### src/rtl/adc_sequencer_if.sv
// ADC command/response bus: single-beat Avalon-ST command with ready, response stream without backpressure.
// The sequencer uses the master modport; the ADC core, or a model standing in for it, uses the slave modport.
interface adc_sequencer_if;
  logic        adc_command_valid;
  logic [4:0]  adc_command_channel;
  logic        adc_command_startofpacket;
  logic        adc_command_endofpacket;
  logic        adc_command_ready;
  logic        adc_response_valid;
  logic [4:0]  adc_response_channel;
  logic [11:0] adc_response_data;

  modport master (
    output adc_command_valid, adc_command_channel,
           adc_command_startofpacket, adc_command_endofpacket,
    input  adc_command_ready,
           adc_response_valid, adc_response_channel, adc_response_data
  );

  modport slave (
    input  adc_command_valid, adc_command_channel,
           adc_command_startofpacket, adc_command_endofpacket,
    output adc_command_ready,
           adc_response_valid, adc_response_channel, adc_response_data
  );
endinterface

### src/rtl/adc_sequencer.sv
// ADC initiator: each sample tick, one command per channel slot, then forward each result (raw and DC-centred signed).
// Latency: sample one cycle after a matching response; backpressure: command held until ready, responses never stalled.
module adc_sequencer #(
  parameter int          NUM_CH     = 2,
  parameter logic [4:0]  CH_A       = 5'd1,
  parameter logic [4:0]  CH_B       = 5'd2,
  parameter int          SAMPLE_DIV = 1000,
  parameter int          TIMEOUT    = 255
) (
  input  logic               clk_clk,
  input  logic               reset_reset,
  input  logic               enable,
  input  logic               clear_flags,
  adc_sequencer_if.master    adc,
  output logic               sample_valid,
  output logic               sample_slot,
  output logic [11:0]        sample_data,
  output logic [15:0]        sample_signed,
  output logic               overrun,
  output logic               timeout,
  output logic               chan_err
);
  localparam int DW = $clog2(SAMPLE_DIV);
  localparam int TW = $clog2(TIMEOUT + 1);

  typedef enum logic [1:0] {IDLE, ISSUE, WAIT_RSP} state_t;

  state_t          state, state_nxt;
  logic [DW-1:0]   div_cnt;
  logic            tick;
  logic            slot;
  logic [TW-1:0]   tcnt;
  logic [TW-1:0]   tcnt_inc;
  logic [4:0]      cur_ch;
  logic            last_slot;
  logic            rsp_match;
  logic            cmd_valid;
  logic [4:0]      cmd_channel;
  logic            start_seq;
  logic            adv_slot;
  logic            capture;
  logic            set_timeout;
  logic            set_chan_err;

  // Free-running divider; enable only gates whether a tick starts a sequence.
  assign tick = (div_cnt == DW'(SAMPLE_DIV - 1));

  always_ff @(posedge clk_clk) begin
    if (reset_reset)
      div_cnt <= '0;
    else if (tick)
      div_cnt <= '0;
    else
      div_cnt <= div_cnt + DW'(1);
  end

  assign cur_ch    = slot ? CH_B : CH_A;
  assign last_slot = (NUM_CH == 1) ? 1'b1 : slot;
  assign rsp_match = adc.adc_response_valid && (adc.adc_response_channel == cur_ch);
  assign tcnt_inc  = tcnt + TW'(1);

  assign adc.adc_command_valid         = cmd_valid;
  assign adc.adc_command_channel       = cmd_channel;
  assign adc.adc_command_startofpacket = cmd_valid;
  assign adc.adc_command_endofpacket   = cmd_valid;

  always_ff @(posedge clk_clk) begin
    if (reset_reset)
      state <= IDLE;
    else
      state <= state_nxt;
  end

  always_comb begin
    state_nxt    = state;
    cmd_valid    = 1'b0;
    cmd_channel  = 5'd0;
    start_seq    = 1'b0;
    adv_slot     = 1'b0;
    capture      = 1'b0;
    set_timeout  = 1'b0;
    set_chan_err = 1'b0;
    case (state)
      IDLE: begin
        if (tick && enable) begin
          start_seq = 1'b1;
          state_nxt = ISSUE;
        end
      end
      ISSUE: begin
        cmd_valid   = 1'b1;
        cmd_channel = cur_ch;
        if (adc.adc_command_ready)
          state_nxt = WAIT_RSP;
      end
      WAIT_RSP: begin
        if (rsp_match) begin
          capture = 1'b1;
          if (last_slot) begin
            state_nxt = IDLE;
          end else begin
            adv_slot  = 1'b1;
            state_nxt = ISSUE;
          end
        end else begin
          set_chan_err = adc.adc_response_valid;
          // tcnt is 0 in the first wait cycle, so this fires on the TIMEOUT-th wait cycle.
          if (tcnt_inc == TW'(TIMEOUT)) begin
            set_timeout = 1'b1;
            state_nxt   = IDLE;
          end
        end
      end
      default: state_nxt = IDLE;
    endcase
  end

  always_ff @(posedge clk_clk) begin
    if (reset_reset) begin
      slot          <= 1'b0;
      tcnt          <= '0;
      sample_valid  <= 1'b0;
      sample_slot   <= 1'b0;
      sample_data   <= 12'd0;
      sample_signed <= 16'd0;
      overrun       <= 1'b0;
      timeout       <= 1'b0;
      chan_err      <= 1'b0;
    end else begin
      sample_valid <= capture;
      if (capture) begin
        sample_slot   <= slot;
        sample_data   <= adc.adc_response_data;
        sample_signed <= {~adc.adc_response_data[11], adc.adc_response_data[10:0], 4'b0000};
      end
      if (start_seq)
        slot <= 1'b0;
      else if (adv_slot)
        slot <= 1'b1;
      if (state == ISSUE)
        tcnt <= '0;
      else if (state == WAIT_RSP)
        tcnt <= tcnt_inc;
      // Set outranks a coincident clear.
      overrun  <= (tick && (state != IDLE)) || (overrun  && !clear_flags);
      timeout  <= set_timeout               || (timeout  && !clear_flags);
      chan_err <= set_chan_err              || (chan_err && !clear_flags);
    end
  end
endmodule

### src/flat_wrapper.sv
// flat-port wrapper written by rule: the top's interface ports become plain ports
module adc_sequencer_flat 
#(
  parameter int          NUM_CH     = 2,
  parameter logic [4:0]  CH_A       = 5'd1,
  parameter logic [4:0]  CH_B       = 5'd2,
  parameter int          SAMPLE_DIV = 1000,
  parameter int          TIMEOUT    = 255
)
  (clk_clk, reset_reset, enable, clear_flags, sample_valid, sample_slot, sample_data, sample_signed, overrun, timeout, chan_err, adc_adc_command_valid, adc_adc_command_channel, adc_adc_command_startofpacket, adc_adc_command_endofpacket, adc_adc_command_ready, adc_adc_response_valid, adc_adc_response_channel, adc_adc_response_data);
  adc_sequencer_if adc_i ();
  input  logic clk_clk;
  input  logic reset_reset;
  input  logic enable;
  input  logic clear_flags;
  output logic sample_valid;
  output logic sample_slot;
  output logic [11:0] sample_data;
  output logic [15:0] sample_signed;
  output logic overrun;
  output logic timeout;
  output logic chan_err;
  output wire logic [$bits(adc_i.adc_command_valid)-1:0] adc_adc_command_valid;
  output wire logic [$bits(adc_i.adc_command_channel)-1:0] adc_adc_command_channel;
  output wire logic [$bits(adc_i.adc_command_startofpacket)-1:0] adc_adc_command_startofpacket;
  output wire logic [$bits(adc_i.adc_command_endofpacket)-1:0] adc_adc_command_endofpacket;
  input wire logic [$bits(adc_i.adc_command_ready)-1:0] adc_adc_command_ready;
  input wire logic [$bits(adc_i.adc_response_valid)-1:0] adc_adc_response_valid;
  input wire logic [$bits(adc_i.adc_response_channel)-1:0] adc_adc_response_channel;
  input wire logic [$bits(adc_i.adc_response_data)-1:0] adc_adc_response_data;
  assign adc_adc_command_valid = adc_i.adc_command_valid;
  assign adc_adc_command_channel = adc_i.adc_command_channel;
  assign adc_adc_command_startofpacket = adc_i.adc_command_startofpacket;
  assign adc_adc_command_endofpacket = adc_i.adc_command_endofpacket;
  assign adc_i.adc_command_ready = adc_adc_command_ready;
  assign adc_i.adc_response_valid = adc_adc_response_valid;
  assign adc_i.adc_response_channel = adc_adc_response_channel;
  assign adc_i.adc_response_data = adc_adc_response_data;
  adc_sequencer #(.NUM_CH(NUM_CH), .CH_A(CH_A), .CH_B(CH_B), .SAMPLE_DIV(SAMPLE_DIV), .TIMEOUT(TIMEOUT)) u_core (.clk_clk(clk_clk), .reset_reset(reset_reset), .enable(enable), .clear_flags(clear_flags), .adc(adc_i), .sample_valid(sample_valid), .sample_slot(sample_slot), .sample_data(sample_data), .sample_signed(sample_signed), .overrun(overrun), .timeout(timeout), .chan_err(chan_err));
endmodule
### config.mk
export PLATFORM = sky130hd
export DESIGN_NAME = adc_sequencer_flat
export DESIGN_NICKNAME = d
export VERILOG_FILES = /design/src/rtl/adc_sequencer_if.sv /design/src/rtl/adc_sequencer.sv /design/src/flat_wrapper.sv
export SDC_FILE = /design/constraint.sdc
export NUM_CORES = 1
export LEC_CHECK = 0
export ABC_AREA = 1
export CAP_MARGIN = 40
export CORE_ASPECT_RATIO = 0.75
export CORE_UTILIZATION = 46
export DETAILED_ROUTE_END_ITERATION = 12
export PLACE_DENSITY_LB_ADDON = 0.15
export SLEW_MARGIN = 20
export SYNTH_ARGS = -nofsm -noshare
export SYNTH_HDL_FRONTEND = slang
export SYNTH_SLANG_ARGS = --single-unit
### constraint.sdc
create_clock -name clk_clk -period 1.88 [get_ports clk_clk]
set_clock_uncertainty 0.1 [all_clocks]
set_input_delay 0.188 -clock clk_clk [delete_from_list [all_inputs] [get_ports clk_clk]]
set_output_delay 0.188 -clock clk_clk [all_outputs]
set_load 0.05 [all_outputs]
* Yosys cells after proc, flatten, opt, wreduce, memory -nomap -nowiden
Index checks and enable logic that the tools add are counted.
Widths: inputs -> output; s select.
** Cells by class
- Add/sub/neg operators :: 2
- $mul :: 0
- Divide/modulo/power cells :: 0
- Order comparisons :: 0
- Equal/unequal tests :: 8
- Shift-type cells :: 0
- Multiplexer cells :: 21
- Bitwise operators :: 1
- Reduce and logical (&&, ||, !) cells :: 16
** Operators with widths (number)
- $mux 1 :: 14
- $add 10x1->10 const B :: 1
- $eq 10x10->1 const B :: 1
- $mux 2 :: 5
- $add 8x1->8 const B :: 1
- $eq 8x8->1 const B :: 1
- $logic_and 1x1->1 :: 6
- $pmux 2 s3 :: 1
- $reduce_or 2->1 :: 3
- $eq 5x5->1 :: 1
- $mux 5 :: 1
- $logic_or 1x1->1 :: 3
- $ne 3x1->1 const B :: 1
- $reduce_and 3->1 :: 1
- $eq 2x1->1 const B :: 1
- $eq 2x2->1 const B :: 1
- $logic_not 2->1 :: 1
- $ne 2x1->1 const B :: 1
- $ne 2x2->1 const B :: 1
- $reduce_bool 2->1 :: 1
- $logic_not 1->1 :: 1
- $not 1->1 :: 1
** Word-level totals
- Register bits after elaboration :: 50
- Bits in latches :: 0
- Bits in writable memories :: 0
- ROM bits :: 0
- Input bits :: 23
- Output and inout bits :: 41
- Word-level logic and storage cells :: 59
- Memories :: 0

* Logic depth before layout (Yosys ltp)
Gate-level depths: netlist of the first run.
- Depth in word-level cells :: 6
- Gate-level depth with buffers :: 12
- Mapped depth without buffers :: 12

* Least setup slack after synthesis of the first run
No wires, ideal clock.
- Path kind :: flip-flop to output port
- From :: register u_core.state[0]
- To :: output port adc_adc_command_channel[0]
- Data arrival time :: 2.089 ns
- Slack :: -0.497 ns
- Cell stages (with the launch flop) :: 5
- Path through :: dfxtp_1 inv_1 nor2_1 inv_1 nor2_1
** Between the ends
- Longest elaborated chain between the ends :: 2
** RTL lines
- start: declaration :: line adc_sequencer.sv:28 : state_t state, state_nxt;
- start signal: assignment :: line adc_sequencer.sv:71 : state <= state_nxt;
- $eq 2x1->1 :: line adc_sequencer.sv:83 : case (state)
- $mux 5 :: line adc_sequencer.sv:83
- end: declaration :: line flat_wrapper.sv:24 : output wire logic [$bits(adc_i.adc_command_channel)-1:0] adc_adc_command_channel;
Every way passes these cells.

==> summary.md, run 1 <==
| Metric | Value |
|---|---|
| YS warnings | 0 |
| Antenna violations before repair | 0 |
| Cell count of the worst hold path | 1 |
| DR iter-0 viols | 75 |
| Dpl cell area | 2510 um^2 |
| Grt total ovfl | 0 |
| Ys async rst share | 0% |
| Hold_sp | u_core.div_cnt[0]$_SDFF_PP0_ |
| Worst path required time | 1.59 ns |
| Post-Layout Cell Count | 374 |
| R2r worst-path depth | 10 |
| Unique masters post-synth | 32 |
| Leading cell type in the layout, fill and taps excluded | nand2_1 |
| Clk sink count | 39 |
| Synth Area per Inst | 7.38 um^2 |
| Sequential-to-total area share from yosys stat | 39.2% |
| Final-report setup violation count | 0 |
| Met3 Usage GRT | 5.23% |
| Fmax | 0.570 GHz |
| Rows | 20 |
| # Post-CTS Setup Buffers | 0 |
| Crit path from | u_core.sample_data[8]$_SDFFE_PP0P_ |
| Final GP Congestion | 0.821 |
| Status | finished, final reports clean |
| Vias in the first global route | 1,395 |
| H-tree levels | 2 |
| Global-route layer with the greatest usage | met2 |
| Max IR drop VDD | 0.000433 V |
| CP Max Fanout | 3 |
| Crit Path Category | register to output port |
| Post-Synthesis Cells | 270 |
| CTS tree | built |
| Hold_buf cts | 0 |
| Reg2reg start | u_core.tcnt[0]$_SDFFE_PP0N_ |
| Synth-to-layout area growth | 30.1% |
| Synthesized cell area | 1990 um^2 |
| Max clock buf depth | 2 |
| DRT Pass-1 Iters | 4 |
| Gr usage total | 17.9% |
| Worst Hold Class | register to register |
| Data arrival, critical path | 1.47 ns |
| Placed insts | 366 |
| Post-detail-place hpwl | 3030 um |
| Die Wd | 78.0 um |
| Die Y | 59.0 um |
| Commonest register cell after synthesis | dfxtp_1 |
| PwrDens | 575 nW/um^2 |
| Met1 Usage GRT | 24.3% |
| DRC viols | 0 |
| CP Cell Sequence | clkdlybuf4s50_1 |
| Slowest CP cell | clkdlybuf4s50_1 |
| Setup ws final | 0.126 ns |
| Number of synthesized flops with an enable pin | 0 |
| Util after Layout | 63.1% |
| # resized after CTS | 0 |
| Rel. slew slack | 65.9% |
| Count of max-cap constraint violations | 0 |
| Die area | 4600 um^2 |
| Worst skew pair latency | 0.29 ns |
| Dpl ws | 0.139 ns |
| Final Cycle Share | 93.3% |
| Share of post-route cells with drive strength above 1 | 16.3% |
| Tmin final | 1.75 ns |
| Vias per inst | 4.57 |
| Number of synthesized register bits | 39 |
| Core area | 4100 um^2 |
| Worst slew pin tran | 0.510 ns |
| Routed WL | 3890 um |
| Drt wl/cell | 10.4 um |
| CP Launch Type | register |
| Final #Nets | 344 |
| WP buf/inv | 1 |
| Starting Density | 48.5% |
| Slew Viols, Final | 0 |
| GR met2 Demand/Resource | 26.5% |
| Pin count of the biggest net entering global routing | 18 |
| CP Depth | 1 |
| ANT cells | 0 |
| Delay-heaviest family, CP | buffers and inverters |
| Vias | 1,709 |
| Cell area after layout | 2590 um^2 |
| Port-buffer cells | 56 |
| RSZ-0062 raised after global routing | no |
| Post-route antenna net violation count | 0 |
| P_leak | 0.000950 uW |
| Final Power | 1490 uW |
| Cts bufs inserted | 5 |
| Worst Setup End Kind | output port |
| First-pass GRT wire length | 6250 um |
| Root Buffer | clkbuf_8 |
| Ports | 64 |
| Commonest non-fill, non-tap cells in the layout | nand2_1, clkdlybuf4s50_1, dfxtp_1 |
| Clock transition at the registers of the reported paths | 0.07 ns |
| Final hold vios | 0 |
| CP peak stage delay | 0.82 ns |
==> synth_stat cells, types with 4 or more instances <==
master,count,area (um^2)
a21oi_1,16,80.1
a21oi_2,9,78.8
buf_4,20,150
dfxtp_1,39,781
inv_1,29,109
nand2_1,61,229
nand2_2,10,62.6
nand3_1,9,45.0
nor2_1,28,105
nor2_2,4,25.0
o211ai_1,4,30.0
o21ai_0,7,35.0
==> sequential cells by signal, indices dropped and copies added, names as in the netlist <==
signal / flops
u_core.overrun: 1
u_core.timeout: 1
u_core.tcnt: 8
u_core.state: 2
u_core.div_cnt: 10
u_core.sample_signed: 1
u_core.last_slot: 1
u_core.sample_data: 12
u_core.sample_slot: 1
u_core.chan_err: 1
u_core.sample_valid: 1
==> worst paths after layout <==
check                                                     to  slack (ns)
worst max register to register  u_core.state[0]$_SDFFE_PP0P_        0.23
worst max-delay path                       sample_signed[12]        0.13
worst min-delay path            u_core.div_cnt[0]$_SDFF_PP0_        0.35
worst min register to register  u_core.div_cnt[0]$_SDFF_PP0_        0.35
==> layer usage <==
layer / share of wire [%] / up-vias / wire, um
li1: - / 920 / -
met1: 51 / 744 / 1990
met2: 42 / 38 / 1620
met3: 5.6 / 7 / 217
met4: 1.6 / 0 / 61
met5: 0 / - / 0
==> power by group <==
group | internal [uW] | total, uW | switching, uW
registers | 831 | 834 | 3.11
logic | 51.9 | 119 | 67.1
clock network | 260 | 536 | 276
==> cell type report <==
class	instances	area (um^2)
repair buffers	60	603
well taps	55	68.8
inverters	33	125
clock buffers	7	76.3
clock inverters	1	5.00
flip-flops and latches	39	781
fillers	395	1510
multi-input cells	179	932
==> through the flow <==
step | setup TNS (ns) | hold slack, ns
after global placement | 0 | 0.329
after detailed placement | 0 | 0.339
final | 0 | 0.352
after global routing | 0 | 0.354
after floorplan | -0.374 | 0.224
after CTS | 0 | 0.348
==> logic make-up after synthesis <==
kind of cell    count (synthesis)  synth area share [%]
compound gates                 42                  13.6
xor+xnor                        1                 0.440
fa+ha+maj                       3                  1.88
buf+inv                        58                  15.3
flops                          39                  39.2
other cells                     1                 0.188
simple gates                  126                  29.5
Power figures use the tool's default switching activity.
==> run 2, diff against run 1 <==
CTS_CLUSTER_SIZE = 12   (was not set)
==> results of run 2 <==
No change in the layout: final DEF, timing and power equal those of run 1.
